`config.mk`:
```
export PLATFORM = sky130hd
export DESIGN_NAME = vecalu_seq_flat
export DESIGN_NICKNAME = d
export VERILOG_FILES = /design/src/rtl/vecalu_seq_if.sv /design/src/rtl/vecalu_seq.sv /design/src/flat_wrapper.sv
export SDC_FILE = /design/constraint.sdc
export NUM_CORES = 1
export LEC_CHECK = 0
export ABC_AREA = 1
export CORE_UTILIZATION = 45
export DETAILED_ROUTE_END_ITERATION = 8
export PLACE_DENSITY = 0.75
export REMOVE_ABC_BUFFERS = 1
export SYNTH_ARGS = -nofsm -noshare
export SYNTH_HDL_FRONTEND = slang
export SYNTH_SLANG_ARGS = --single-unit
```
`constraint.sdc`:
```
create_clock -name clk -period 2.1 [get_ports clk]
set_clock_uncertainty 0.15 [all_clocks]
set_input_delay 0.315 -clock clk [delete_from_list [all_inputs] [get_ports clk]]
set_output_delay 0.315 -clock clk [all_outputs]
set_load 0.02 [all_outputs]
```
`src/rtl/vecalu_seq_if.sv`:
```
// vecalu_seq_if: request/read/writeback bundle between issue stage, vecalu_seq and VRF/ALU
//   master: issue side, drives req_valid/req_op/req_vl/stall, observes everything else
//   slave : the sequencer, drives req_ready, rd_*, alu_ctrl, wb_*, done, err
interface vecalu_seq_if #(
    parameter int VLEN  = 64,
    parameter int LANES = 8
);
    localparam int VW = $clog2(VLEN) + 1;
    localparam int GW = $clog2(VLEN / LANES);
    logic             req_valid;
    logic             req_ready;
    logic [3:0]       req_op;
    logic [VW-1:0]    req_vl;
    logic             stall;
    logic             rd_valid;
    logic [GW-1:0]    rd_grp;
    logic [3:0]       alu_ctrl;
    logic             wb_valid;
    logic [GW-1:0]    wb_grp;
    logic [LANES-1:0] wb_mask;
    logic             done;
    logic             err;
    modport master (
        output req_valid, req_op, req_vl, stall,
        input  req_ready, rd_valid, rd_grp, alu_ctrl, wb_valid, wb_grp, wb_mask, done, err
    );
    modport slave (
        input  req_valid, req_op, req_vl, stall,
        output req_ready, rd_valid, rd_grp, alu_ctrl, wb_valid, wb_grp, wb_mask, done, err
    );
endinterface

```
`src/rtl/vecalu_seq.sv`:
```
// vecalu_seq: strip-mines one vector ALU op of vl elements into LANES-wide groups
//   clk, rst (sync, active-high); bus: vecalu_seq_if.slave (request handshake, group
//   reads, ALU control, writeback strobes/mask, done/err).
//   Optional VECALU_SEQ_PERF_EN adds perf_busy / perf_ops 32-bit counters.
module vecalu_seq #(
    parameter int VLEN  = 64,
    parameter int ELEN  = 32,
    parameter int LANES = 8
) (
    input  logic        clk,
    input  logic        rst,
    vecalu_seq_if.slave bus
`ifdef VECALU_SEQ_PERF_EN
    ,
    output logic [31:0] perf_busy,
    output logic [31:0] perf_ops
`endif
);
    localparam int VW = $clog2(VLEN) + 1;
    localparam int GW = $clog2(VLEN / LANES);
    if (LANES < 1 || (LANES & (LANES - 1)) != 0 || VLEN % LANES != 0 || ELEN < 1) begin : g_bad_cfg
        $error("vecalu_seq: illegal VLEN/ELEN/LANES");
    end
    typedef enum logic [1:0] {IDLE, ISSUE, DRAIN, FIN} state_t;
    state_t           st, nxt;
    logic [3:0]       op_q;
    logic [VW-1:0]    vl_q;
    logic [GW-1:0]    g;
    logic [LANES-1:0] mask_n, wb_m;
    logic [GW-1:0]    wb_g;
    logic             accept, bad, last, rd_v, wb_v, done_w, err_w;
    assign bus.req_ready = st == IDLE || st == FIN;
    assign accept        = bus.req_valid && bus.req_ready;
    // illegal opcode and empty vector both skip straight to FIN
    assign bad           = op_q > 4'd9 || vl_q == '0;
    assign last          = (int'(g) + 1) * LANES >= int'(vl_q);
    assign done_w        = st == FIN;
    assign err_w         = done_w && op_q > 4'd9;
    assign bus.done      = done_w;
    assign bus.err       = err_w;
    assign bus.alu_ctrl  = st == IDLE ? 4'd0 : op_q;
    assign bus.rd_valid  = rd_v;
    assign bus.rd_grp    = rd_v ? g : '0;
    assign bus.wb_valid  = wb_v;
    assign bus.wb_grp    = wb_g;
    assign bus.wb_mask   = wb_m;
    // lane i of group g covers element g*LANES+i; full groups come out all ones
    always_comb begin
        mask_n = '0;
        for (int i = 0; i < LANES; i++) mask_n[i] = int'(g) * LANES + i < int'(vl_q);
    end
    always_comb begin
        nxt  = st;
        rd_v = 1'b0;
        case (st)
            IDLE:  nxt = accept ? ISSUE : IDLE;
            ISSUE: begin
                rd_v = !bad && !bus.stall;
                nxt  = bad ? FIN : (rd_v && last) ? DRAIN : ISSUE;
            end
            DRAIN: nxt = FIN;
            FIN:   nxt = accept ? ISSUE : IDLE;
            default: nxt = IDLE;
        endcase
    end
    always_ff @(posedge clk) begin
        if (rst) begin
            st   <= IDLE;
            op_q <= '0;
            vl_q <= '0;
            g    <= '0;
            wb_v <= 1'b0;
            wb_g <= '0;
            wb_m <= '0;
        end else begin
            st <= nxt;
            if (accept) begin
                op_q <= bus.req_op;
                vl_q <= bus.req_vl;
                g    <= '0;
            end else if (rd_v && !last) begin
                g <= g + 1'b1;
            end
            // one-cycle read latency: the writeback replays the read group
            wb_v <= rd_v;
            wb_g <= rd_v ? g : '0;
            wb_m <= rd_v ? mask_n : '0;
        end
    end
`ifdef VECALU_SEQ_PERF_EN
    always_ff @(posedge clk) begin
        if (rst) begin
            perf_busy <= '0;
            perf_ops  <= '0;
        end else begin
            perf_busy <= perf_busy + 32'(st != IDLE);
            perf_ops  <= perf_ops + 32'(done_w && !err_w);
        end
    end
`endif
endmodule

```
`src/flat_wrapper.sv`:
```
// flat-port wrapper written by rule: the top's interface ports become plain ports
module vecalu_seq_flat 
#(
    parameter int VLEN  = 64,
    parameter int ELEN  = 32,
    parameter int LANES = 8
)
  (clk, rst, bus_req_valid, bus_req_op, bus_req_vl, bus_stall, bus_req_ready, bus_rd_valid, bus_rd_grp, bus_alu_ctrl, bus_wb_valid, bus_wb_grp, bus_wb_mask, bus_done, bus_err);
  vecalu_seq_if #(.VLEN(VLEN), .LANES(LANES)) bus_i ();
  input  logic clk;
  input  logic rst;
  input wire logic [$bits(bus_i.req_valid)-1:0] bus_req_valid;
  input wire logic [$bits(bus_i.req_op)-1:0] bus_req_op;
  input wire logic [$bits(bus_i.req_vl)-1:0] bus_req_vl;
  input wire logic [$bits(bus_i.stall)-1:0] bus_stall;
  output wire logic [$bits(bus_i.req_ready)-1:0] bus_req_ready;
  output wire logic [$bits(bus_i.rd_valid)-1:0] bus_rd_valid;
  output wire logic [$bits(bus_i.rd_grp)-1:0] bus_rd_grp;
  output wire logic [$bits(bus_i.alu_ctrl)-1:0] bus_alu_ctrl;
  output wire logic [$bits(bus_i.wb_valid)-1:0] bus_wb_valid;
  output wire logic [$bits(bus_i.wb_grp)-1:0] bus_wb_grp;
  output wire logic [$bits(bus_i.wb_mask)-1:0] bus_wb_mask;
  output wire logic [$bits(bus_i.done)-1:0] bus_done;
  output wire logic [$bits(bus_i.err)-1:0] bus_err;
  assign bus_i.req_valid = bus_req_valid;
  assign bus_i.req_op = bus_req_op;
  assign bus_i.req_vl = bus_req_vl;
  assign bus_i.stall = bus_stall;
  assign bus_req_ready = bus_i.req_ready;
  assign bus_rd_valid = bus_i.rd_valid;
  assign bus_rd_grp = bus_i.rd_grp;
  assign bus_alu_ctrl = bus_i.alu_ctrl;
  assign bus_wb_valid = bus_i.wb_valid;
  assign bus_wb_grp = bus_i.wb_grp;
  assign bus_wb_mask = bus_i.wb_mask;
  assign bus_done = bus_i.done;
  assign bus_err = bus_i.err;
  vecalu_seq #(.VLEN(VLEN), .ELEN(ELEN), .LANES(LANES)) u_core (.clk(clk), .rst(rst), .bus(bus_i));
endmodule
```
==> impl_results.md, run 1 <==
* Result of the run: complete, but fails checks
* Violations in the final reports: DRC
* Reported max-cap violation count at 0
* Leading cell types by total area after synthesis: dfxtp_1 40%, ha_1 12%, nor2_1 9.7%
* Clock tree sinks at 28
* Post-cts hold buffer count at 0
* Setup-violating endpoint count in the final report at 0
* Number of pins exceeding their max-slew limit in the final report at 0
* Largest net degree at the start of global routing at 21
* Worst VDD drop at 0.726 mV
* List of most frequent post-synthesis cells: 36 x nor2_1, 35 x inv_1, 28 x dfxtp_1
* Total Negative Setup Slacks at 0 ps
* First-pass detailed-route iteration total at 6
* Fraction of registers with async set or reset after synthesis at 0
* Area growth, synth to finish at 38.2%
* Post-layout power at 2330 µW
* Seq. cell area at 566 µm²
* Placer's final routability congestion estimate at 0.865
* Ant diodes at 0
* Slew at the pin closest to its max-slew limit at 380 ps
* Net Sw Frac at 0.430
* Post-route ant nets at 0
* Skew-Pair Late Insertion Delay at 330 ps
* Number of hold violations in the final report at 0
* Die X-Extent at 57.5 µm
* Deepest level of the CTS H-tree at 1
* Sequential cell fraction of total power at 0.320
* Final wirelength at 3020 µm
* Top-Level Pins at 38
* Number of antenna violations at the first check in global routing at 0
* GRT Total Usage at 0.202
* Cell-internal power at 1330 µW
* RSZ-0062 raised after global routing: yes
* Core area at 2830 µm²
* Post-synth design cell area at 1390 µm²
* Final min period at 1990 ps
* DR DRC count at 5
* Power Density at 1210 nW/µm²
* Post-detailed-route wirelength per cell at 11.3 µm
* Worst reg2reg path depth at 13
* EDFF count, synth at 0
* Cell type with the highest aggregate area in the netlist: dfxtp_1
* Final Net Count at 265
* Fmax at 0.502 GHz
* Seq cells post-synth at 28
* Net switching power at 1000 µW
* Nature of the critical path startpoint: flip-flop
* Global-route wire length before repair at 5250 µm
* Average cell area after synthesis at 7.30 µm²
* Type of the most critical hold path: flip-flop to flip-flop
* Category of the worst setup path capture point: flip-flop
* Estimated wirelength of the detail-placed design at 2320 µm
* Max-slew headroom at the worst pin at 0.746
* FP Rows at 19
* Remaining Overflow, GRT at 0
* Number of clock buffers inserted by TritonCTS at 3
* Number of global-route vias before repair at 1275
* Worst Hold Path Cells at 2
* Clock tree from TritonCTS: done
* Vias post-DR at 1321
* Die boundary height at 57.5 µm
* Max clock buf depth at 2
* Predominant post-synthesis flop cell: dfxtp_1
* Synth warnings at 0
* Maximum fanout along the worst path at 3
* Routed vias/inst at 4.95
* Post-synthesis cell type count at 21
* Starting density of the core at 0.490
* Sequential-to-total area share from yosys stat at 0.404
* CTS root buf: clkbuf_4
* Final worst-path cycle share at 0.949
* Die ar. at 3310 µm²
* Reg2Reg Setup Slack at 110 ps
* Starting DRT DRC Count at 32
* Leakage at 0.000883 µW
* WP data arrival at 2120 ps
* Area share of the largest cell type after synthesis at 0.404
* Logic gate share of total power at 0.525
* Port Buf Inserts at 37
* Clock-pin transition on the worst setup and hold timing paths at 160 ps
* Clock network fraction of total power at 0.155
* Fraction of layout instances using a drive strength above 1 at 0.153
* Area of combinational cells with multiple inputs at 708 µm²
* Critical path type: flip-flop to flip-flop
* Req. time, crit path at 2230 ps
* Syn Inst Count at 190
* Most numerous cell in the Yosys netlist: nor2_1
* Number of fill cells at 249
==> placed cells by master, fill, tap and decap left out, types with 5 or more instances in the layout <==
cell type        count
o21ai_0             16
a21oi_1             18
nor2_2               5
nand3_1              7
ha_1                11
nand2_1             15
dfxtp_1             26
clkdlybuf4s50_1     27
buf_4               10
inv_1               35
nor2_1              33
==> worst max-delay path, cell delays in order (launching register included) <==
cell and delay (ps):
dfxtp_4 380, ha_2 190, xnor2_2 180, inv_1 60, ha_1 270, nand2_1 60
inv_1 50, nand2_1 60, nand2_1 80, inv_1 60, nand2_1 80, nor2_2 130
nor2_1 60, nor2_1 110
==> repair_timing <==
action,in CTS,in global routing
buffers inserted,0,2
cloned,0,0
endpoints found under the setup margin,12,11
pin swaps,0,4
gates resized for setup,20,19
==> kinds of logic after synthesis <==
group           share of synthesized area
compound gates                      0.133
fa+ha+maj                           0.117
buf+inv                             0.108
flops                               0.404
simple gates                        0.231
xor+xnor                          0.00632
==> registers in the layout (all words and copies together) (netlist names) <==
register	cells
u_core.bus.wb_mask	8
u_core.vl_q	7
u_core.op_q	4
u_core.bus.wb_grp	3
u_core.g	3
u_core.st	2
u_core.bus.wb_valid	1
==> power groups by stage <==
stage                     Sequential [µW]  Clock (µW)  Combinational, µW
final                                 744         361               1220
after global routing                  764         393               1380
after CTS                             744         368               1190
after detailed placement              757           0               1200
after global placement                748           0               1160
after floorplan                       769           0                784
==> area by class of cell <==
cell class | count | share of cell area
clock buffer | 3 | 0.0118
clock inverter | 1 | 0.0157
inverter | 37 | 0.0725
multi-input combinational | 122 | 0.370
sequential | 28 | 0.295
tap | 31 | 0.0202
timing repair buffer | 45 | 0.215
==> through the flow <==
step                 util  worst slack [ps]  instance area (µm²)  instances  hold WS (ps)
finish              0.677               108                 1920        267           324
floorplan               -               235                 1380        187           281
detailed placement  0.647              -194                 1830        261           309
global route        0.677             -42.9                 1920        267           358
CTS                 0.663             -36.6                 1880        265           329
global placement    0.647              -146                 1830        261           306
==> routing by layer <==
metal / track usage / share of wire / vias to the layer above
met1: 0.239 / 0.46 / 589
met4: 0.0662 / 0.020 / 0
li1: - / - / 685
met3: 0.0317 / 0.046 / 6
met5: 0 / 0 / -
met2: 0.369 / 0.47 / 41
==> worst paths after layout <==
kind,end,from
max,u_core.g[2],u_core.g[0]
min,u_core.op_q[0],u_core.op_q[0]
max reg2reg,u_core.g[2],u_core.g[0]
min reg2reg,u_core.op_q[0],u_core.op_q[0]
Power figures use the tool's default switching activity.
==> run 2, diff against run 1 <==
--- a/config.mk
+++ b/config.mk
@@ -6,8 +6,10 @@
 export NUM_CORES = 1
 export LEC_CHECK = 0
 export ABC_AREA = 1
+export CORE_ASPECT_RATIO = 1.5
 export CORE_UTILIZATION = 45
 export DETAILED_ROUTE_END_ITERATION = 8
+export HOLD_SLACK_MARGIN = 0.08
 export PLACE_DENSITY = 0.75
 export REMOVE_ABC_BUFFERS = 1
 export SYNTH_ARGS = -nofsm -noshare
==> run 2 against run 1 <==
Compared with the run above: the run now ends clean; design area fell by 0.65%; power decreased by 1.1%; worst setup slack better by 22 ps; critical path depth down 6; register-to-register slack improved by 20 ps; core utilization is 2.4 points lower; die area grew 0.14%; clock power fell by 8.9%; first-iteration DRC count shrank 38%; via count increased by 0.91%; count of clock-buffer cells in the layout grew 1; global-route usage up 0.47 points; largest cell class unchanged.
==> impl_results.md, run 2 (same netlist as run 1, synthesis figures left out) <==
* DR DRC count at 0 (-5)
* Remaining Overflow, GRT at 0 (unchanged)
* Type of the most critical hold path: flip-flop to flip-flop
* Worst VDD drop at 0.851 mV (+17%)
* Placer's final routability congestion estimate at 0.813 (-5.9%)
* Vias post-DR at 1333 (+0.91%)
* Result of the run: complete, no violations
* FP Rows at 24 (+5)
* Port Buf Inserts at 37 (unchanged)
* Area of combinational cells with multiple inputs at 701 µm² (-1.1%)
* Die X-Extent at 47.3 µm (-18%)
* Worst flop-to-flop path endpoint: u_core.g[1]
* Most frequent standard cell in the layout excluding fill and tap cells: inv_1
* Nature of the critical path startpoint: flip-flop
* Die boundary height at 70.0 µm (+22%)
* First-pass detailed-route iteration total at 4 (-2)
* Smallest hold slack at 313 ps (-10.9 ps)
* Leakage at 0.000883 µW (about the same)
* GRT Total Usage at 0.207 (+0.00470)
* Largest register FFs at 8 (unchanged)
* Category of the worst setup path capture point: output pin
* GR met2 Demand/Resource at 0.356 (-0.0126)
* Clock tree sinks at 28 (unchanged)
* Setup-violating endpoint count in the final report at 0 (unchanged)
* Die ar. at 3310 µm² (+0.14%)
* Maximum fanout along the worst path at 4 (+1)
* Post-layout power at 2300 µW (-1.1%)
* Final worst-path cycle share at 0.938 (-0.0103)
* Fmax at 0.507 GHz (+1.1%)
* Worst reg2reg path depth at 13 (unchanged)
* Worst Hold Path Cells at 2 (unchanged)
* Reported max-cap violation count at 0 (unchanged)
* Deepest level of the CTS H-tree at 1 (unchanged)
* Largest net degree at the start of global routing at 24 (+14%)
* Grt met1 use at 0.237 (-0.00156)
* Commonest cells after routing, fill and taps aside: 35 x inv_1, 33 x nor2_1, 27 x clkdlybuf4s50_1, 25 x dfxtp_1, 18 x a21oi_1
* Number of clock buffers inserted by TritonCTS at 3 (unchanged)
* Reg2Reg Setup Slack at 130 ps (+20 ps)
* Total Negative Setup Slacks at 0 ps (unchanged)
* Skew-Pair Late Insertion Delay at 270 ps (-60 ps)
* Core area at 2910 µm² (+3.0%)
* RSZ-0062 raised after global routing: yes
* Number of hold violations in the final report at 0 (unchanged)
* Max clock buf depth at 2 (unchanged)
* End point of the most critical hold path: u_core.op_q[0]
* Seq. cell area at 564 µm² (-0.22%)
* Final min period at 1970 ps (-21.6 ps)
* Clock tree from TritonCTS: done
* Global-route wire length before repair at 5040 µm (-3.9%)
* Number of pins exceeding their max-slew limit in the final report at 0 (unchanged)
* Final wirelength at 2910 µm (-3.8%)
* Area growth, synth to finish at 37.3%
* Max-slew headroom at the worst pin at 0.745 (-0.00107)
* WP data arrival at 1510 ps (-610 ps)
* Req. time, crit path at 1630 ps (-600 ps)
* Final Net Count at 264 (-0.38%)
* Estimated wirelength of the detail-placed design at 2180 µm (-6.2%)
* Number of antenna violations at the first check in global routing at 0 (unchanged)
* Worst min-delay path startpoint: u_core.op_q[0]
* Fraction of layout instances using a drive strength above 1 at 0.140 (-0.0121)
* CTS root buf: clkbuf_8
* Ant diodes at 0 (unchanged)
* Clock-pin transition on the worst setup and hold timing paths at 90 ps (-70 ps)
* Slew at the pin closest to its max-slew limit at 382 ps (+1.60 ps)
* Power Density at 1210 nW/µm² (-0.42%)
* Post-route ant nets at 0 (unchanged)
* Routed vias/inst at 4.86 (-1.7%)
* Top Usage Layer GRT: met2
* Starting DRT DRC Count at 20 (-38%)
* Post-detailed-route wirelength per cell at 10.6 µm (-6.3%)
* Met3 GRT Util at 0.0258 (-0.00591)
* Critical path type: flip-flop to output pin
* Top-Level Pins at 38 (unchanged)
* Number of fill cells at 277 (+11%)
* Starting density of the core at 0.476 (-0.0141)
* Number of global-route vias before repair at 1187 (-6.9%)
* Reg2reg start: u_core.g[0]
## run 2: final cells by class
| class | instances | area share |
|---|---|---|
| inverters | 37 | 0.0730 |
| multi-input cells | 122 | 0.368 |
| clock buffers | 4 | 0.0289 |
| flip-flops and latches | 28 | 0.297 |
| well taps | 39 | 0.0256 |
| repair buffers | 44 | 0.208 |
## run 2: critical path, stage by stage, from the launching register on
cell      delay [ps]
dfxtp_1          400
inv_1            100
nand2_2          120
nor2_2            60
inv_1             70
nand3_1          180
nor2_1           140
clkbuf_2         180
## run 2: worst max path at each step
stage / startpoint / endpoint / slack [ps] / cells after the start
after CTS: u_core.g[1] / u_core.g[2] / 20 / 12
after detailed placement: bus_stall / bus_rd_valid / -160 / 6
after floorplan: u_core.g[0] / u_core.g[0] / 230 / 12
after global placement: bus_stall / bus_rd_grp[2] / -150 / 7
final: u_core.vl_q[2] / bus_rd_grp[2] / 130 / 7
after global routing: u_core.g[0] / u_core.g[1] / -50 / 13
## run 2: routing by layer
metal / routed length [µm] / part of all wire / vias up
met5: 0 / 0 / -
met4: 65 / 0.022 / 0
met3: 107 / 0.037 / 11
met2: 1550 / 0.53 / 45
met1: 1190 / 0.41 / 590
li1: - / - / 687
## run 2: what timing repair did
item,4_1_cts,5_1_grt
buffers inserted,0,1
hold buffers,0,0
endpoints found under the setup margin,10,9
gates resized for setup,10,18
pin swaps,0,2
## run 2: report_power, final
group          internal, µW  switching, µW  leakage (µW)
combinational           468            759      0.000624
clock                   168            161     0.0000288
sequential              661           85.1      0.000230
total                  1300           1010      0.000883
## run 2: metrics by stage
step | instances | area, µm² | util | setup slack [ps]
after global routing | 274 | 1900 | 0.653 | -51.3
after CTS | 273 | 1880 | 0.646 | 22.7
after detailed placement | 269 | 1840 | 0.631 | -162
final | 274 | 1900 | 0.653 | 129
after global placement | 269 | 1840 | 0.631 | -148
after floorplan | 187 | 1380 | - | 235
